--- src/rtl/loader_pkg.sv ---
// ============================================================================
// Module      : loader_pkg
// Description : Shared types and constants for the boot-time program loader.
// Revision    : 1.0
// ============================================================================
`default_nettype none

package loader_pkg;

    typedef logic [31:0] word;

    localparam int LEN_BYTES      = 2;
    localparam int BYTES_PER_WORD = 4;

    typedef enum logic [2:0] {
        LEN0 = 3'd0,
        LEN1 = 3'd1,
        DATA = 3'd2,
        CSUM = 3'd3,
        DONE = 3'd4,
        ERR  = 3'd5
    } loader_state_t;

endpackage

`default_nettype wire

--- src/rtl/program_loader_word_assembler.sv ---
// ============================================================================
// Module      : word_assembler
// Description : Collects four stream bytes into a little-endian word.
// Revision    : 1.0
// ============================================================================
`default_nettype none

module word_assembler
    import loader_pkg::*;
(
    input  logic       clock,
    input  logic       clear,
    input  logic       byte_valid,
    input  logic [7:0] byte_in,
    output word        word_out,
    output logic       word_ready
);

    logic [1:0]  lane;
    logic [23:0] shift;

    // Only three bytes are stored; the fourth is merged combinationally so
    // the word is available in the same cycle its last byte arrives.
    always_ff @(posedge clock) begin
        if (clear) begin
            lane  <= 2'd0;
            shift <= 24'd0;
        end else if (byte_valid) begin
            lane  <= lane + 2'd1;
            shift <= {byte_in, shift[23:8]};
        end
    end

    assign word_out   = {byte_in, shift};
    assign word_ready = byte_valid && (lane == 2'd3);

endmodule

`default_nettype wire

--- src/rtl/program_loader.sv ---
// ============================================================================
// Module      : program_loader
// Description : Writes a length-prefixed, XOR-checksummed byte image into
//               instruction memory and then releases the core from reset.
// Revision    : 1.0
// ============================================================================
`default_nettype none

module program_loader
    import loader_pkg::*;
#(
    parameter logic [31:0] BASE_ADDR  = 32'h0000_0000,
    parameter int          DEPTH_LOG2 = 10
) (
    input  logic        clock,
    input  logic        reset,
    input  logic        in_valid,
    input  logic [7:0]  in_data,
    output logic        in_ready,
    output logic        wr_en,
    output logic [31:0] wr_addr,
    output word         wr_data,
    output logic        hold_cpu,
    output logic        done,
    output logic        error
);

    loader_state_t       state, state_next;
    logic [15:0]         len;
    logic [DEPTH_LOG2:0] index;
    logic [7:0]          xor_acc;
    logic                xfer;
    logic                asm_clear;
    logic                asm_valid;
    logic                word_ready;
    word                 word_out;

    assign xfer      = in_valid && in_ready;
    assign asm_clear = reset || (state == LEN1);
    assign asm_valid = xfer && (state == DATA);

    word_assembler u_assembler (
        .clock      (clock),
        .clear      (asm_clear),
        .byte_valid (asm_valid),
        .byte_in    (in_data),
        .word_out   (word_out),
        .word_ready (word_ready)
    );

    always_comb begin
        state_next = state;
        in_ready   = 1'b0;
        case (state)
            LEN0: begin
                in_ready = 1'b1;
                if (xfer) state_next = LEN1;
            end
            LEN1: begin
                in_ready = 1'b1;
                if (xfer) begin
                    if (32'({in_data, len[7:0]}) > (32'd1 << DEPTH_LOG2))
                        state_next = ERR;
                    else if ({in_data, len[7:0]} == 16'd0)
                        state_next = CSUM;
                    else
                        state_next = DATA;
                end
            end
            DATA: begin
                in_ready = 1'b1;
                if (word_ready && (32'(index) + 32'd1 == 32'(len)))
                    state_next = CSUM;
            end
            CSUM: begin
                in_ready = 1'b1;
                if (xfer) state_next = (in_data == xor_acc) ? DONE : ERR;
            end
            default: begin
                state_next = state;
            end
        endcase
    end

    always_ff @(posedge clock) begin
        if (reset) begin
            state   <= LEN0;
            len     <= 16'd0;
            index   <= '0;
            xor_acc <= 8'd0;
            wr_en   <= 1'b0;
            wr_addr <= BASE_ADDR;
            wr_data <= '0;
        end else begin
            state <= state_next;
            wr_en <= word_ready;
            // The checksum byte itself is never folded into the running XOR.
            if (xfer && (state != CSUM)) xor_acc <= xor_acc ^ in_data;
            if (xfer && (state == LEN0)) len[7:0]  <= in_data;
            if (xfer && (state == LEN1)) len[15:8] <= in_data;
            if (word_ready) begin
                wr_addr <= BASE_ADDR + 32'(BYTES_PER_WORD) * 32'(index);
                wr_data <= word_out;
                index   <= index + 1'b1;
            end
        end
    end

    assign hold_cpu = (state != DONE);
    assign done     = (state == DONE);
    assign error    = (state == ERR);

endmodule

`default_nettype wire

--- config.mk ---
export PLATFORM = sky130hd
export DESIGN_NAME = program_loader
export DESIGN_NICKNAME = d
export VERILOG_FILES = /design/src/rtl/loader_pkg.sv /design/src/rtl/program_loader_word_assembler.sv /design/src/rtl/program_loader.sv
export SDC_FILE = /design/constraint.sdc
export NUM_CORES = 1
export LEC_CHECK = 0
export BUFFER_PORTS_ARGS = -buffer_cell sky130_fd_sc_hd__buf_4
export CORE_AREA = 2 2 95 97
export DETAILED_ROUTE_END_ITERATION = 8
export DIE_AREA = 0 0 97 99
export GPL_TIMING_DRIVEN = 1
export PLACE_DENSITY = 0.77
export SLEW_MARGIN = 20
export SYNTH_ARGS = -nofsm -noshare
export SYNTH_HDL_FRONTEND = slang
export SYNTH_SLANG_ARGS = --single-unit
--- constraint.sdc ---
create_clock -name clock -period 2.9 [get_ports clock]
set_input_delay 0 -clock clock [delete_from_list [all_inputs] [get_ports clock]]
set_output_delay 0 -clock clock [all_outputs]
set_load 0.05 [all_outputs]
# Yosys cells after proc, flatten, opt, wreduce, memory -nomap -nowiden
# Cells that the tools add are included.
word_totals:
  regBits: 108
  in_bits: 11
  out_inout_bits: 69
classes:
  n_addsub: 3
  order_cmp: 1
  n_eq_ne: 14
  n_mux: 9
  bitwise_logic: 1
  n_reduce_logical: 13
ops:
  columns: ["operator", "count"]
  rows:
  - ["$eq 12x16->1", 1]
  - ["$gt 16x11->1 const B", 1]
  - ["$logic_not 16->1", 1]
  - ["$mux 3", 5]
  - ["$add 11x1->12 const B", 1]
  - ["$pmux 3 s4", 1]
  - ["$add 11x1->11 const B", 1]
  - ["$eq 8x8->1", 1]
  - ["$xor 8x8->8", 1]
  - ["$logic_and 1x1->1", 7]
  - ["$eq 3x2->1 const B", 2]
  - ["$eq 3x3->1 const B", 2]
  - ["$ne 2x2->1 const B", 3]
  - ["$reduce_and 5->1", 1]
  - ["$reduce_bool 4->1", 1]
  - ["$reduce_or 4->1", 1]
  - ["$eq 3x1->1 const B", 1]
  - ["$logic_not 3->1", 1]
  - ["$mux 1", 3]
  - ["$ne 3x2->1 const B", 1]
  - ["$ne 3x3->1 const B", 1]
  - ["$add 2x1->2 const B", 1]
  - ["$eq 2x2->1 const B", 1]
  - ["$ne 2x1->1 const B", 1]
  - ["$logic_or 1x1->1", 1]

# Depth between registers and ports, before layout
depth:
  depth_word: 9
  depth_mapped: 9

# Modules after synthesis
# From an unflattened synthesis, not the netlist that was laid out.
hier_totals:
  hier_cells: 513
  hier_area_um2: 4782.1
modules_own_cells:
  columns: ["mod", "instances", "cells_each", "area_per_inst_um2", "seq_area_each_um2"]
  rows:
  - ["program_loader", 1, 419, 3758.6, 1641.6]
  - ["word_assembler", 1, 94, 1023.5, 520.5]

# Worst setup path before layout
# Ideal clock, no wire load.
synth_timing:
  kind: "register to register"
  start: "reg index[0]"
  end: "reg state[1]"
  arrival_ps: 2462
  required_time_ps: 2841
  setup_slack_ps: 379
  path_stages_with_launch: 9
  period_less_slack_ps: 2521
  path_cell_list: "dfxtp_1 ha_1 nand3_4 or2_0 or4b_1 a222oi_1 a21oi_1 or4_1 nand2_1"
synth_between:
  elab_chain_cells: 5
synth_rtl:
  columns: ["item", "line", "source"]
  rows:
  - ["from (decl)", "program_loader.sv:30", "logic [DEPTH_LOG2:0] index;"]
  - ["from (signal assigned)", "program_loader.sv:104", "index <= index + 1'b1;"]
  - ["$add 11x1->12", "program_loader.sv:72", "if (word_ready && (32'(index) + 32'd1 == 32'(len)))"]
  - ["$eq 12x16->1", "program_loader.sv:72", null]
  - ["$logic_and 1x1->1", "program_loader.sv:72", null]
  - ["$ne 2x1->1 (no source line)", null, null]
  - ["$reduce_and 5->1 (no source line)", null, null]
  - ["to (signal assigned)", "program_loader.sv:95", "state <= state_next;"]
  - ["to (decl)", "program_loader.sv:28", "loader_state_t state, state_next;"]
# No other way between the ends.
# A chain may end at the register's enable or synchronous reset.

# Worst setup path in the final report
layout_timing:
  start: "reg index[1]"
  end: "reg state[1]"
# The elaborated chain is that of the path after synthesis.

==> metrics.md <==
| Metric | Value |
|---|---|
| Status | finished, final reports clean |
| CTS Root Cell | clkbuf_8 |
| CTS H-tree lvls | 3 |
| Fin cells | 744 |
| DRT iter0 DRCs | 207 |
| DR DRC count | 0 |
| Final WL | 10100 um |
| Main flop type after synthesis | dfxtp_1 |
| Worst path arrival time | 3.04 ns |
| IO Port Bufs | 58 |
| Total Routing Usage GR | 21.3% |
| Die height | 99 um |
| Setup Buffers After CTS | 0 |
| Seq/Total Area, Yosys | 47.0% |
| Vias | 3848 |
| Distinct cell type count after synthesis | 43 |
| Post-Place Setup Slack | 0.148 ns |
| Vias in the first global route | 3587 |
| Crit-path cells | ha_2 > nand3_4 > or2_0 > or4b_1 > a222oi_1 > a21oi_1 > or4_1 > nand2_1 |
| WHS | 0.151 ns |
| Diode count | 0 |
| Power per cell area | 496 mW/mm^2 |
| CTS clock-pin slew for the worst setup and hold paths | 0.10 ns |
| Pin count of the biggest net entering global routing | 85 |
| Yosys warns | 0 |
| ANT nets after route | 0 |
| Final Max Slew Viols | 0 |
| Final setup margin | 0.168 ns |
| Layout cells sized above 1 | 13.2% |
| Critical Path Max Stage Delay | 0.49 ns |
| First-pass GRT wire length | 16900 um |
| Asr flop ratio synth | 0% |
| CP Max Fanout | 6 |
| Critical path launch point type | register |
| Via/cell ratio | 5.17 |
| Mapped Area | 0.00460 sq mm |
| Clk sinks | 108 |
| Slew margin rel. | 43.8% |
| CP Class | register to register |
| CTS tree | done |
| CP max-delay cell | or4_1 |
| Initial Util | 53.8% |
| Post-DR wirelength/cell | 13.6 um |
| Mapped Cells | 594 |
| Post-DP HPWL | 6840 um |
| Fmax | 366 MHz |
| Worst EP required | 3.21 ns |
| Synth area leaders | dfxtp_1, nand2_1, a21oi_1 |
| Area grow syn2layout | 13.0% |
| Final Critical Period | 2.73 ns |
| Endpoints failing hold | 0 |
| Initial antenna violation count | 0 |
| DRT Pass-1 Iters | 4 |
| Worst slew pin tran | 0.837 ns |
| Rows | 34 |
| CTS Buf Count | 9 |
| Post-Place Cells | 720 |
| Yosys reg bits | 108 |
| LEAKAGE | 0.00194 uW |
| Clk buf depth | 2 |
| Clk_skew | 0.00980 ns |
| Critical path capture point type | register |
| Nets | 644 |
| Die Area | 0.00960 sq mm |
| Core footprint | 0.00855 sq mm |
| Post-synth EDFFs | 0 |
| IO Count | 80 |
| Final setup viols | 0 |
| Routability Congestion | 0.837 |
| Number of max-cap violations | 0 |
| RSZ-0062 raised after global routing | no |
| Overflow after GRT | 0 |
| Die X | 97 um |
| Skew-Pair Late Insertion Delay | 0.36 ns |
| Share of the synthesized area in the top cell type | 47.0% |
| Maximum vdd ir drop | 291 uV |
| Hold Path Class | input port to register |
| Area leader, netlist | dfxtp_1 |
| Syn Area/Cell | 7.74 sq um |
| Period Utilization, post-route | 94.2% |
| TNS Setup | 0 ns |
## flip-flops by register name, indices dropped and copies added, names as in the netlist, 2 cells and up
name and count:
wr_addr 11, index 11, state 3, wr_data 32, len 16, xor_acc 8, u_assembler.shift 24, u_assembler.lane 2
## synth_stat cells, types with 3 or more instances
cell,instances
inv_1,4
xnor2_1,13
or3_1,3
nor4_1,4
o21ai_0,5
and2_1,3
dfxtp_1,108
nand2_1,190
nor2_1,28
xor2_1,25
nand3_1,7
and3_1,3
nor3_1,10
a21oi_1,90
buf_4,25
clkbuf_1,38
nand4_1,5
## placed cells by master (no fill, tap or decap), types with 2 or more instances in the layout
cell and instances:
dlygate4sd3_1 8, nand3_1 7, and2_1 3, clkbuf_8 9, xor2_1 25, clkinv_2 3, nand4_1 5, nor2_1 28
nor4_1 4, and4_1 2, and3_1 3, conb_1 21, a21oi_1 90, buf_4 64, nor2b_1 2, nand2_1 190
o21a_1 2, dfxtp_1 108, or3_1 3, inv_1 4, xnor2_1 13, o21ai_0 5, nor3_1 10, a2111oi_1 2
or4b_1 2, or2_2 2
## worst max-delay path: cells and delay by family (launching register included)
kind | cells | cell delay [ns]
simple gates | 5 | 1.39
flops | 1 | 0.43
compound gates | 2 | 0.55
fa+ha+maj | 1 | 0.29
## where the power goes
group	internal (uW)	switching [uW]
Combinational	65.6	173
Clock	313	497
Sequential	1510	23.5
## metal layers
metal	global-route usage, %	part of all wire (%)	vias up
met2	33.7	46	101
met4	7.58	1.0	0
met3	3.90	5.5	11
met1	29.4	47	1773
met5	0	0	-
li1	-	-	1963
## through the flow
| stage | total power, uW | cell area [sq um] | utilization [%] |
|---|---|---|---|
| final | 2580 | 5200 | 60.8 |
| after global routing | 2670 | 5200 | 60.8 |
| after CTS | 2590 | 5190 | 60.7 |
| after detailed placement | 1790 | 4950 | 57.8 |
| after global placement | 1790 | 4950 | 57.8 |
| after floorplan | 1770 | 4670 | - |
## logic make-up after synthesis
logic type,after synthesis,share of synthesized area [%]
AO/OA/AOI/OAI,105,12.1
XOR/XNOR,38,7.24
adder cells (fa/ha/maj),2,0.544
buffers and inverters,70,7.78
flip-flops,108,47.0
other,1,0.0816
AND/OR/NAND/NOR,270,25.2
## path summary, 6_finish.rpt
check	from	end	slack, ns	depth (start not counted)
min reg2reg	wr_addr[9]	wr_addr[9]	0.46	2
min	in_valid	len[11]	0.15	4
max reg2reg	index[1]	state[1]	0.17	8
max	index[1]	state[1]	0.17	8
## area by class of cell
| type | instances | area, sq um |
|---|---|---|
| clock buffer | 10 | 128 |
| multi-input combinational | 436 | 2160 |
| timing repair buffer | 72 | 561 |
| sequential | 108 | 2160 |
| fill | 758 | 3350 |
| clock inverter | 6 | 40.0 |
| inverter | 4 | 15.0 |
| tap | 108 | 135 |
## repair_timing
item,CTS,global route
endpoints found under the hold margin,32,0
gates resized for setup,0,2
hold buffers,8,0
setup endpoints to repair,0,2
No activity file was read; power rests on OpenSTA's default activity.
